===== config.mk =====
export PLATFORM = sky130hd
export DESIGN_NAME = hazard_ctrl_flat
export DESIGN_NICKNAME = d
export VERILOG_FILES = /design/src/rtl/mips_pkg.sv /design/src/rtl/hazard_ctrl_if.sv /design/src/rtl/src_use.sv /design/src/rtl/hazard_ctrl.sv /design/src/flat_wrapper.sv
export SDC_FILE = /design/constraint.sdc
export NUM_CORES = 1
export LEC_CHECK = 0
export CELL_PAD_IN_SITES_DETAIL_PLACEMENT = 0
export CELL_PAD_IN_SITES_GLOBAL_PLACEMENT = 1
export CORE_MARGIN = 2
export CORE_UTILIZATION = 39
export DETAILED_ROUTE_END_ITERATION = 7
export PLACE_DENSITY_LB_ADDON = 0.1
export SYNTH_ARGS = -nofsm -noshare
export SYNTH_HDL_FRONTEND = slang
export SYNTH_SLANG_ARGS = --single-unit

===== constraint.sdc =====
create_clock -name i_clk -period 3.6 [get_ports i_clk]
set_input_delay 0.72 -clock i_clk [delete_from_list [all_inputs] [get_ports i_clk]]
set_output_delay 0.72 -clock i_clk [all_outputs]
set_load 0.05 [all_outputs]

===== src/rtl/mips_pkg.sv =====
// -----------------------------------------------------------------------------
// mips_pkg
// Shared definitions for the IF/ID hazard controller:
//   - MIPS opcode constants used by the source-register usage decode
//   - ID-slot state encoding
//   - sat_inc8 helper for the saturating stall counter
// No ports (package).
// -----------------------------------------------------------------------------
package mips_pkg;

    localparam logic [5:0] OP_RTYPE = 6'h00;
    localparam logic [5:0] OP_J     = 6'h02;
    localparam logic [5:0] OP_JAL   = 6'h03;
    localparam logic [5:0] OP_BEQ   = 6'h04;
    localparam logic [5:0] OP_BNE   = 6'h05;
    localparam logic [5:0] OP_LW    = 6'h23;
    localparam logic [5:0] OP_SW    = 6'h2B;

    // EMPTY: nothing held; FULL: held and issuable; STALL: held, blocked by a hazard.
    typedef enum logic [1:0] {
        EMPTY = 2'd0,
        FULL  = 2'd1,
        STALL = 2'd2
    } id_state_e;

    // Increment that sticks at 255 instead of wrapping to 0.
    function automatic logic [7:0] sat_inc8(input logic [7:0] v);
        return (v == 8'hFF) ? v : v + 8'd1;
    endfunction

endpackage


===== src/rtl/hazard_ctrl_if.sv =====
// -----------------------------------------------------------------------------
// hazard_ctrl_if
// Fetch-side and issue-side handshake between the pipeline and hazard_ctrl.
//   i_if_valid / i_if_instr / o_if_ready : fetch offers an instruction to ID
//   o_id_valid / o_id_instr / i_ex_ready : ID issues the held instruction to EX
// Modports:
//   master : the pipeline around the controller (drives fetch and EX ready)
//   slave  : hazard_ctrl itself
// -----------------------------------------------------------------------------
interface hazard_ctrl_if;

    logic        i_if_valid;
    logic [31:0] i_if_instr;
    logic        o_if_ready;
    logic        o_id_valid;
    logic [31:0] o_id_instr;
    logic        i_ex_ready;

    modport master (
        output i_if_valid, i_if_instr, i_ex_ready,
        input  o_if_ready, o_id_valid, o_id_instr
    );

    modport slave (
        input  i_if_valid, i_if_instr, i_ex_ready,
        output o_if_ready, o_id_valid, o_id_instr
    );

endinterface


===== src/rtl/src_use.sv =====
// -----------------------------------------------------------------------------
// src_use
// Decodes which source registers an instruction actually reads.
// Ports:
//   instr   [31:16] in  : opcode/rs/rt fields of the held instruction
//   rs, rt  [4:0]   out : source register numbers
//   rs_used         out : rs is read and is not $0
//   rt_used         out : rt is read and is not $0
// rs is read by everything except J/JAL; rt is read by R-type, BEQ/BNE and SW.
// $0 is folded in here so a hardwired-zero read can never raise a hazard.
// -----------------------------------------------------------------------------
module src_use
    import mips_pkg::*;
(
    input  logic [31:16] instr,
    output logic [4:0]   rs,
    output logic [4:0]   rt,
    output logic         rs_used,
    output logic         rt_used
);

    logic [5:0] opcode;
    logic       rs_read;
    logic       rt_read;

    assign opcode = instr[31:26];
    assign rs     = instr[25:21];
    assign rt     = instr[20:16];

    // NOTE: every output of a combinational block gets a default first so no
    // path leaves it unassigned, which would otherwise infer a latch.
    always_comb begin
        rs_read = 1'b1;
        rt_read = 1'b0;
        case (opcode)
            OP_J, OP_JAL:                    rs_read = 1'b0;
            OP_RTYPE, OP_BEQ, OP_BNE, OP_SW: rt_read = 1'b1;
            default: ;
        endcase
    end

    assign rs_used = rs_read && (rs != 5'd0);
    assign rt_used = rt_read && (rt != 5'd0);

endmodule


===== src/rtl/hazard_ctrl.sv =====
// -----------------------------------------------------------------------------
// hazard_ctrl
// IF/ID register with load-use / RAW hazard stall, flush and a saturating
// stall-cycle counter.
// Ports:
//   i_clk, i_rst             : clock, asynchronous active-high reset
//   bus (hazard_ctrl_if.slave): fetch handshake in, issue handshake out
//   i_ex_memread, i_ex_wreg, i_ex_rd : EX-stage load flag, write enable, dest
//   i_mem_wreg, i_mem_rd     : MEM-stage write enable, dest
//   i_flush                  : taken branch/jump, kill the ID contents
//   o_stall                  : hazard stall active
//   o_stall_cnt [7:0]        : saturating count of stall cycles
// Build option:
//   HAZARD_FWD_EN defined   -> EX/MEM results are forwarded, stall on load-use only
//   HAZARD_FWD_EN undefined -> stall on any EX or MEM destination match
// -----------------------------------------------------------------------------
module hazard_ctrl
    import mips_pkg::*;
(
    input  logic         i_clk,
    input  logic         i_rst,
    hazard_ctrl_if.slave bus,
    input  logic         i_ex_memread,
    input  logic         i_ex_wreg,
    input  logic [4:0]   i_ex_rd,
    input  logic         i_mem_wreg,
    input  logic [4:0]   i_mem_rd,
    input  logic         i_flush,
    output logic         o_stall,
    output logic [7:0]   o_stall_cnt
);

    id_state_e   state;
    logic [31:0] id_instr;
    logic [7:0]  stall_cnt;

    logic [4:0]  rs;
    logic [4:0]  rt;
    logic        rs_used;
    logic        rt_used;

    logic        ex_match;
    logic        mem_match;
    logic        load_use;
    logic        hazard_src;
    logic        hazard;
    logic        issue;
    logic        fetch;
    logic        stall_active;

    src_use u_src_use (
        .instr   (id_instr[31:16]),
        .rs      (rs),
        .rt      (rt),
        .rs_used (rs_used),
        .rt_used (rt_used)
    );

    assign ex_match  = i_ex_wreg  && ((rs_used && (rs == i_ex_rd))  || (rt_used && (rt == i_ex_rd)));
    assign mem_match = i_mem_wreg && ((rs_used && (rs == i_mem_rd)) || (rt_used && (rt == i_mem_rd)));
    assign load_use  = i_ex_memread && ex_match;

`ifdef HAZARD_FWD_EN
    assign hazard_src = load_use;
`else
    assign hazard_src = load_use | ex_match | mem_match;
`endif

    // Only a held instruction can be hazarded.
    assign hazard = (state != EMPTY) && hazard_src;

    // Flush wins over everything: no issue, no stall indication, fetch dropped.
    assign issue        = (state == FULL) && bus.i_ex_ready && !hazard && !i_flush;
    assign stall_active = (state == STALL) && !i_flush;
    assign fetch        = bus.i_if_valid && bus.o_if_ready && !i_flush;

    // A NOP still uses its issue slot (so the slot drains) but is not a real issue.
    assign bus.o_id_valid = issue && (id_instr != 32'd0);
    assign bus.o_if_ready = (state == EMPTY) || issue;
    assign bus.o_id_instr = id_instr;
    assign o_stall        = stall_active;
    assign o_stall_cnt    = stall_cnt;

    // NOTE: state registers are written with non-blocking assignments so every
    // flop samples pre-edge values regardless of statement order.
    always_ff @(posedge i_clk or posedge i_rst) begin
        if (i_rst) begin
            state     <= EMPTY;
            id_instr  <= 32'd0;
            stall_cnt <= 8'd0;
        end else begin
            if (stall_active) begin
                stall_cnt <= sat_inc8(stall_cnt);
            end

            if (i_flush) begin
                state <= EMPTY;
            end else begin
                case (state)
                    EMPTY: begin
                        if (fetch) begin
                            state    <= FULL;
                            id_instr <= bus.i_if_instr;
                        end
                    end
                    FULL: begin
                        if (hazard) begin
                            state <= STALL;
                        end else if (issue) begin
                            if (fetch) begin
                                id_instr <= bus.i_if_instr;
                            end else begin
                                state <= EMPTY;
                            end
                        end
                    end
                    STALL: begin
                        if (!hazard) begin
                            state <= FULL;
                        end
                    end
                    default: state <= EMPTY;
                endcase
            end
        end
    end

endmodule


===== src/flat_wrapper.sv =====
// flat-port wrapper written by rule: the top's interface ports become plain ports
module hazard_ctrl_flat import mips_pkg::*;
  (i_clk, i_rst, i_ex_memread, i_ex_wreg, i_ex_rd, i_mem_wreg, i_mem_rd, i_flush, o_stall, o_stall_cnt, bus_i_if_valid, bus_i_if_instr, bus_i_ex_ready, bus_o_if_ready, bus_o_id_valid, bus_o_id_instr);
  hazard_ctrl_if bus_i ();
  input  logic i_clk;
  input  logic i_rst;
  input  logic i_ex_memread;
  input  logic i_ex_wreg;
  input  logic [4:0] i_ex_rd;
  input  logic i_mem_wreg;
  input  logic [4:0] i_mem_rd;
  input  logic i_flush;
  output logic o_stall;
  output logic [7:0] o_stall_cnt;
  input wire logic [$bits(bus_i.i_if_valid)-1:0] bus_i_if_valid;
  input wire logic [$bits(bus_i.i_if_instr)-1:0] bus_i_if_instr;
  input wire logic [$bits(bus_i.i_ex_ready)-1:0] bus_i_ex_ready;
  output wire logic [$bits(bus_i.o_if_ready)-1:0] bus_o_if_ready;
  output wire logic [$bits(bus_i.o_id_valid)-1:0] bus_o_id_valid;
  output wire logic [$bits(bus_i.o_id_instr)-1:0] bus_o_id_instr;
  assign bus_i.i_if_valid = bus_i_if_valid;
  assign bus_i.i_if_instr = bus_i_if_instr;
  assign bus_i.i_ex_ready = bus_i_ex_ready;
  assign bus_o_if_ready = bus_i.o_if_ready;
  assign bus_o_id_valid = bus_i.o_id_valid;
  assign bus_o_id_instr = bus_i.o_id_instr;
  hazard_ctrl u_core (.i_clk(i_clk), .i_rst(i_rst), .bus(bus_i), .i_ex_memread(i_ex_memread), .i_ex_wreg(i_ex_wreg), .i_ex_rd(i_ex_rd), .i_mem_wreg(i_mem_wreg), .i_mem_rd(i_mem_rd), .i_flush(i_flush), .o_stall(o_stall), .o_stall_cnt(o_stall_cnt));
endmodule

### Word level (Yosys, flattened, before mapping)

Cells that the tools add are included.

* add/subtract/negate cells: 1
* eq/ne operators: 18
* mux-type cells: 13
* bitwise gates (word level): 4
* reductions and logical operators: 34

Operator list (number)
* 32-bit two-way mux: 3
* 32-bit case mux with 2 select lines: 1
* 32-bit nonzero test: 1
* 5-bit equality test: 4
* 1-bit logical AND: 17
* 6-bit by 2-bit equality test with 1-bit output (second input constant): 2
* 6-bit by 3-bit equality test with 1-bit output (second input constant): 2
* 2-bit two-way mux: 6
* 5-bit nonzero test: 2
* 8-bit by 1-bit adder with 8-bit output (second input constant): 1
* 8-bit equality test (second input constant): 1
* 4-bit AND reduction: 2
* 6-bit equality test (second input constant): 1
* 6-bit logical NOT: 1
* 2-bit case mux with 3 select lines: 1
* 4-bit by 2-bit inequality test with 1-bit output (second input constant): 1
* 4-bit by 3-bit inequality test with 1-bit output (second input constant): 1
* 2-bit nonzero test: 2
* 4-bit OR reduction: 1
* 1-bit logical OR: 3
* 3-bit by 2-bit inequality test with 1-bit output (second input constant): 1
* 3-bit inequality test (second input constant): 1
* 2-bit by 1-bit equality test with 1-bit output (second input constant): 1
* 2-bit equality test (second input constant): 1
* other kinds (9): 13

* register bits: 42
* bits of input ports: 50
* output and inout port bits: 43

### Depth between registers and ports, before layout

* word-level depth: 22
* mapped depth: 8

### Cells and area by module

A second synthesis with hierarchy kept.

* cell total of the unflattened synthesis: 368
* area, all modules: 3078.0 sq um

By module, submodules not included
* hazard_ctrl: instances 1, cells each 348, area an instance 2936.6 sq um
* src_use: instances 1, cells each 20, area an instance 141.4 sq um

### Worst setup path after synthesis

Ideal clock, no wire load.

* kind: register to output
* start: register u_core.id_instr[16], in the netlist u_core.bus.o_id_instr[16]
* end: output bus_o_id_valid
* arrival time: 3.183 ns
* slack: -0.303 ns
* cell stages (with the launch flop): 7
* path buffers: 1
* cells stage by stage: dfrtp_1 > or4_1 > nor2_1 > a211o_1 > buf_6 > o22ai_1 > nor4_1

* longest elaborated chain between the ends: 13
* elaborated cells between the ends (all ways): 19
* those cells by class: 2 x eq/ne; 2 x bitwise; 15 x reduce/logical

RTL lines
* start: declaration: RTL line hazard_ctrl.sv:34 `logic [31:0] id_instr;`
* start signal: assignment: RTL line hazard_ctrl.sv:103 `id_instr <= bus.i_if_instr;`
* start signal: assignment: RTL line hazard_ctrl.sv:111 `id_instr <= bus.i_if_instr;`
* 5-bit nonzero test: RTL line src_use.sv:43 `assign rt_used = rt_read && (rt != 5'd0);`
* 1-bit logical AND: RTL line src_use.sv:43
* 1-bit logical AND: RTL line hazard_ctrl.sv:59 `assign ex_match = i_ex_wreg && ((rs_used && (rs == i_ex_rd)) || (rt_used && (rt == i_ex_rd)));`
* 1-bit logical OR: RTL line hazard_ctrl.sv:59
* 1-bit logical AND: RTL line hazard_ctrl.sv:59
* 1-bit logical AND: RTL line hazard_ctrl.sv:61 `assign load_use = i_ex_memread && ex_match;`
* 1-bit OR (2 in series): RTL line hazard_ctrl.sv:66 `assign hazard_src = load_use | ex_match | mem_match;`
* 1-bit logical AND: RTL line hazard_ctrl.sv:70 `assign hazard = (state != EMPTY) && hazard_src;`
* 1-bit logical NOT: RTL line hazard_ctrl.sv:73 `assign issue = (state == FULL) && bus.i_ex_ready && !hazard && !i_flush;`
* 1-bit logical AND (2 in series): RTL line hazard_ctrl.sv:73
* 1-bit logical AND (*): RTL line hazard_ctrl.sv:78 `assign bus.o_id_valid = issue && (id_instr != 32'd0);`
* end: declaration: RTL line flat_wrapper.sv:19 `output wire logic [$bits(bus_i.o_id_valid)-1:0] bus_o_id_valid;`

Mark *: on every way between the ends. The rest lies on a longest branch, timed or not.

### Final worst setup path

* start: input i_ex_rd[0]
* end: output bus_o_id_valid

* longest elaborated chain between the ends: 12
* elaborated cells between the ends (all ways): 14
* those cells by class: 2 x eq/ne; 2 x bitwise; 10 x reduce/logical

RTL lines
* start: declaration: RTL line flat_wrapper.sv:9 `input logic [4:0] i_ex_rd;`
* 5-bit equality test: RTL line hazard_ctrl.sv:59
* 1-bit logical AND: RTL line hazard_ctrl.sv:59
* 1-bit logical OR (*): RTL line hazard_ctrl.sv:59
* 1-bit logical AND (*): RTL line hazard_ctrl.sv:59
* 1-bit logical AND: RTL line hazard_ctrl.sv:61
* 1-bit OR (*) (2 in series): RTL line hazard_ctrl.sv:66
* 1-bit logical AND (*): RTL line hazard_ctrl.sv:70
* 1-bit logical NOT (*): RTL line hazard_ctrl.sv:73
* 1-bit logical AND (*) (2 in series): RTL line hazard_ctrl.sv:73
* 1-bit logical AND (*): RTL line hazard_ctrl.sv:78

Marks and branches as above.

==> summary.md <==
| Metric | Value |
|---|---|
| Run status | finished clean |
| CTS H-Tree Depth | 2 |
| Number of global-route vias before repair | 3,399 |
| Static leakage | 1.75 nW |
| Final setup vio count | 0 |
| Synth area leader | dfrtp_1 |
| Slew Viols, Final | 0 |
| Setup crit end kind | output pin |
| Layout cells sized above 1 | 0.141 |
| Die area | 9690 µm² |
| Post_cts resized | 0 |
| Data arrival, critical path | 2720 ps |
| Hold_buf cts | 0 |
| Finished Layout Cells | 575 |
| Largest net degree at the start of global routing | 64 |
| Top Ports | 93 |
| Number of post-CTS setup repair buffers | 0 |
| Final critical-path required period | 3440 ps |
| Max_cap viols | 0 |
| Vias | 3,464 |
| Max incr delay on CP | 530 ps |
| Fmax | 0.291 GHz |
| WP data required | 2880 ps |
| Initial Utilization | 0.401 |
| Ranking of synthesized cells by area | dfrtp_1 30%, o211ai_2 10%, o221ai_1 8.6% |
| Worst-skew pair later-pin latency | 300 ps |
| Worst VDD drop | 0.386 mV |
| Commonest cells in the netlist | 42 x dfrtp_1, 42 x nand2_1, 37 x clkbuf_1 |
| Clock Sinks | 42 |
| Setup TNS Final | 0 ps |
| CTS tree | yes |
| Slew at the pin closest to its max-slew limit | 960 ps |
| Relative slew slack | 0.359 |
| Final period util | 0.956 |
| Syn. warnings | 0 |
| Setup Crit Path Kind | input port to output pin |
| Unique masters post-synth | 35 |
| Routed Antenna Nets | 0 |
| Min-Delay Path Class | flip-flop to flip-flop |
| CORE AREA | 8680 µm² |
| Drt pass-1 iters | 4 |
| Avg Cell Area, Syn | 8.78 µm² |
| CTS buffer count | 5 |
| NumNets Final | 517 |
| Die X-Extent | 98.4 µm |
| Pwr dens | 538 nW/µm² |
| Clock Pin Slew Worst Setup and Hold Paths | 90 ps |
| Port Buffers | 91 |
| Area Growth Syn to Fin | 31.7% |
| Seq/Total Area, Yosys | 0.302 |
| Initial antenna violation count | 0 |
| Crit-path cells | clkdlybuf4s50_1 > xor2_1 > nor4_1 > a32oi_2 > o22ai_1 > nor4_2 > buf_12 |
| Starting DRT DRC Count | 191 |
| Clk buf depth | 2 |
| Final hold violation count | 0 |
| Via density | 6.02 |
| Yosys top cell area share | 0.302 |
| CP startpoint kind | input port |
| GPL Wtd Cong | 0.781 |
| Share of synthesized registers carrying an async set or reset | 1.00 |
| RSZ-0062 raised after global routing | no |
| Wire per inst | 18.9 µm |
| GRT Util Overall | 0.221 |
| DRC viols | 0 |
| Slowest cell on the critical path | clkdlybuf4s50_1 |
| Inst Count DP | 567 |
| Clock root cell | clkbuf_8 |
| Syn_nets | 447 |
| CP max FO | 5 |
| GRT Residual Overflow | 0 |
| Clock Skew | 8.65 ps |
| Design Power | 2.47 mW |
| Ys flop type | dfrtp_1 |
| Num rows | 34 |
| Total Wirelength | 10,800 µm |
| Die height | 98.4 µm |
| EDFF count, synth | 0 |
| Antenna diodes | 0 |
| Seq cells post-synth | 42 |
| First-pass GRT wire length | 17,600 µm |
| HPWL Detailed | 7000 µm |
| Synthesized cell area | 3480 µm² |
| Cells after Synth | 396 |
[cell type report]
class                           instances  area, µm²
Sequential cell                        42       1050
Multi-Input combinational cell        310       2240
Timing Repair Buffer                  105       1050
Tap cell                              108        135
Inverter                                2       7.51
Clock buffer                            5       68.8
Fill cell                             853       4100
Clock inverter                          3       21.3
[kinds of logic after synthesis]
family / after synthesis / synth area share
multiplexers: 1 / 0.00324
XOR/XNOR: 28 / 0.0705
flip-flops: 42 / 0.302
buffers and inverters: 44 / 0.0561
adder cells (fa/ha/maj): 1 / 0.00360
AO/OA/AOI/OAI: 106 / 0.291
AND/OR/NAND/NOR: 174 / 0.273
[sequential cells by signal, summed over array words and instances, names as in the netlist]
signal	cells
u_core.bus.o_id_instr	32
u_core.o_stall_cnt	8
u_core.state	2
[critical path, delay by kind of cell]
family / cells / cell delay (ps)
AND/OR/NAND/NOR: 2 / 500
buffers and inverters: 2 / 720
XOR/XNOR: 1 / 170
AO/OA/AOI/OAI: 2 / 610
[report_power, final]
group	switching (mW)	internal [mW]
Sequential	0.207	0.588
Combinational	0.842	0.502
Clock	0.189	0.137
[path summary, 6_finish.rpt]
kind / start / to / slack, ps / depth (start not counted)
max: i_ex_rd[0] / bus_o_id_valid / 160 / 7
min: u_core.o_stall_cnt[5]$_DFFE_PP0P_ / u_core.o_stall_cnt[5]$_DFFE_PP0P_ / 500 / 1
max reg2reg: u_core.bus.o_id_instr[16]$_DFFE_PP0P_ / u_core.bus.o_id_instr[12]$_DFFE_PP0P_ / 770 / 7
min reg2reg: u_core.o_stall_cnt[5]$_DFFE_PP0P_ / u_core.o_stall_cnt[5]$_DFFE_PP0P_ / 500 / 1
max in group asynchronous: i_rst / u_core.state[0]$_DFFE_PP0P_ / 2010 / 2
min in group asynchronous: i_rst / u_core.bus.o_id_instr[28]$_DFFE_PP0P_ / 950 / 2
[placed cells by master (no fill, tap or decap), types with 2 or more instances in the layout]
cell              n
nor3_1            3
nand2_1          42
or4_1             2
dfrtp_1          41
o221ai_1         34
nand4_1           4
buf_4            13
a21oi_1           3
nand3_1           3
xor2_1           17
o211ai_2         29
buf_12            4
xnor2_1          11
nor2_1           34
a211oi_1         30
nor3b_1          30
and2_1            2
nor2b_1           3
nor4_1            9
clkdlybuf4s50_1  87
a32oi_2           2
o211ai_1          4
and3_1           33
nand3b_1          2
clkbuf_8          5
[per-layer routing]
| layer | part of all wire | wire length [µm] | vias to the layer above | GRT usage |
|---|---|---|---|---|
| met4 | 0.012 | 127 | 0 | 0.0548 |
| li1 | - | - | 1658 | - |
| met2 | 0.47 | 5110 | 103 | 0.357 |
| met5 | 0 | 0 | - | 0 |
| met3 | 0.055 | 592 | 9 | 0.0369 |
| met1 | 0.46 | 5010 | 1694 | 0.310 |
[through the flow]
stage          utilization  worst slack [ps]  area, µm²  hold slack (ps)
5_1_grt              0.528              41.3       4580              538
3_3_place_gp         0.517               194       4490              478
4_1_cts              0.528               151       4580              523
6_report             0.528               158       4580              502
3_5_place_dp         0.517               167       4490              508
2_1_floorplan            -               265       3480              766
Power figures use the tool's default switching activity.
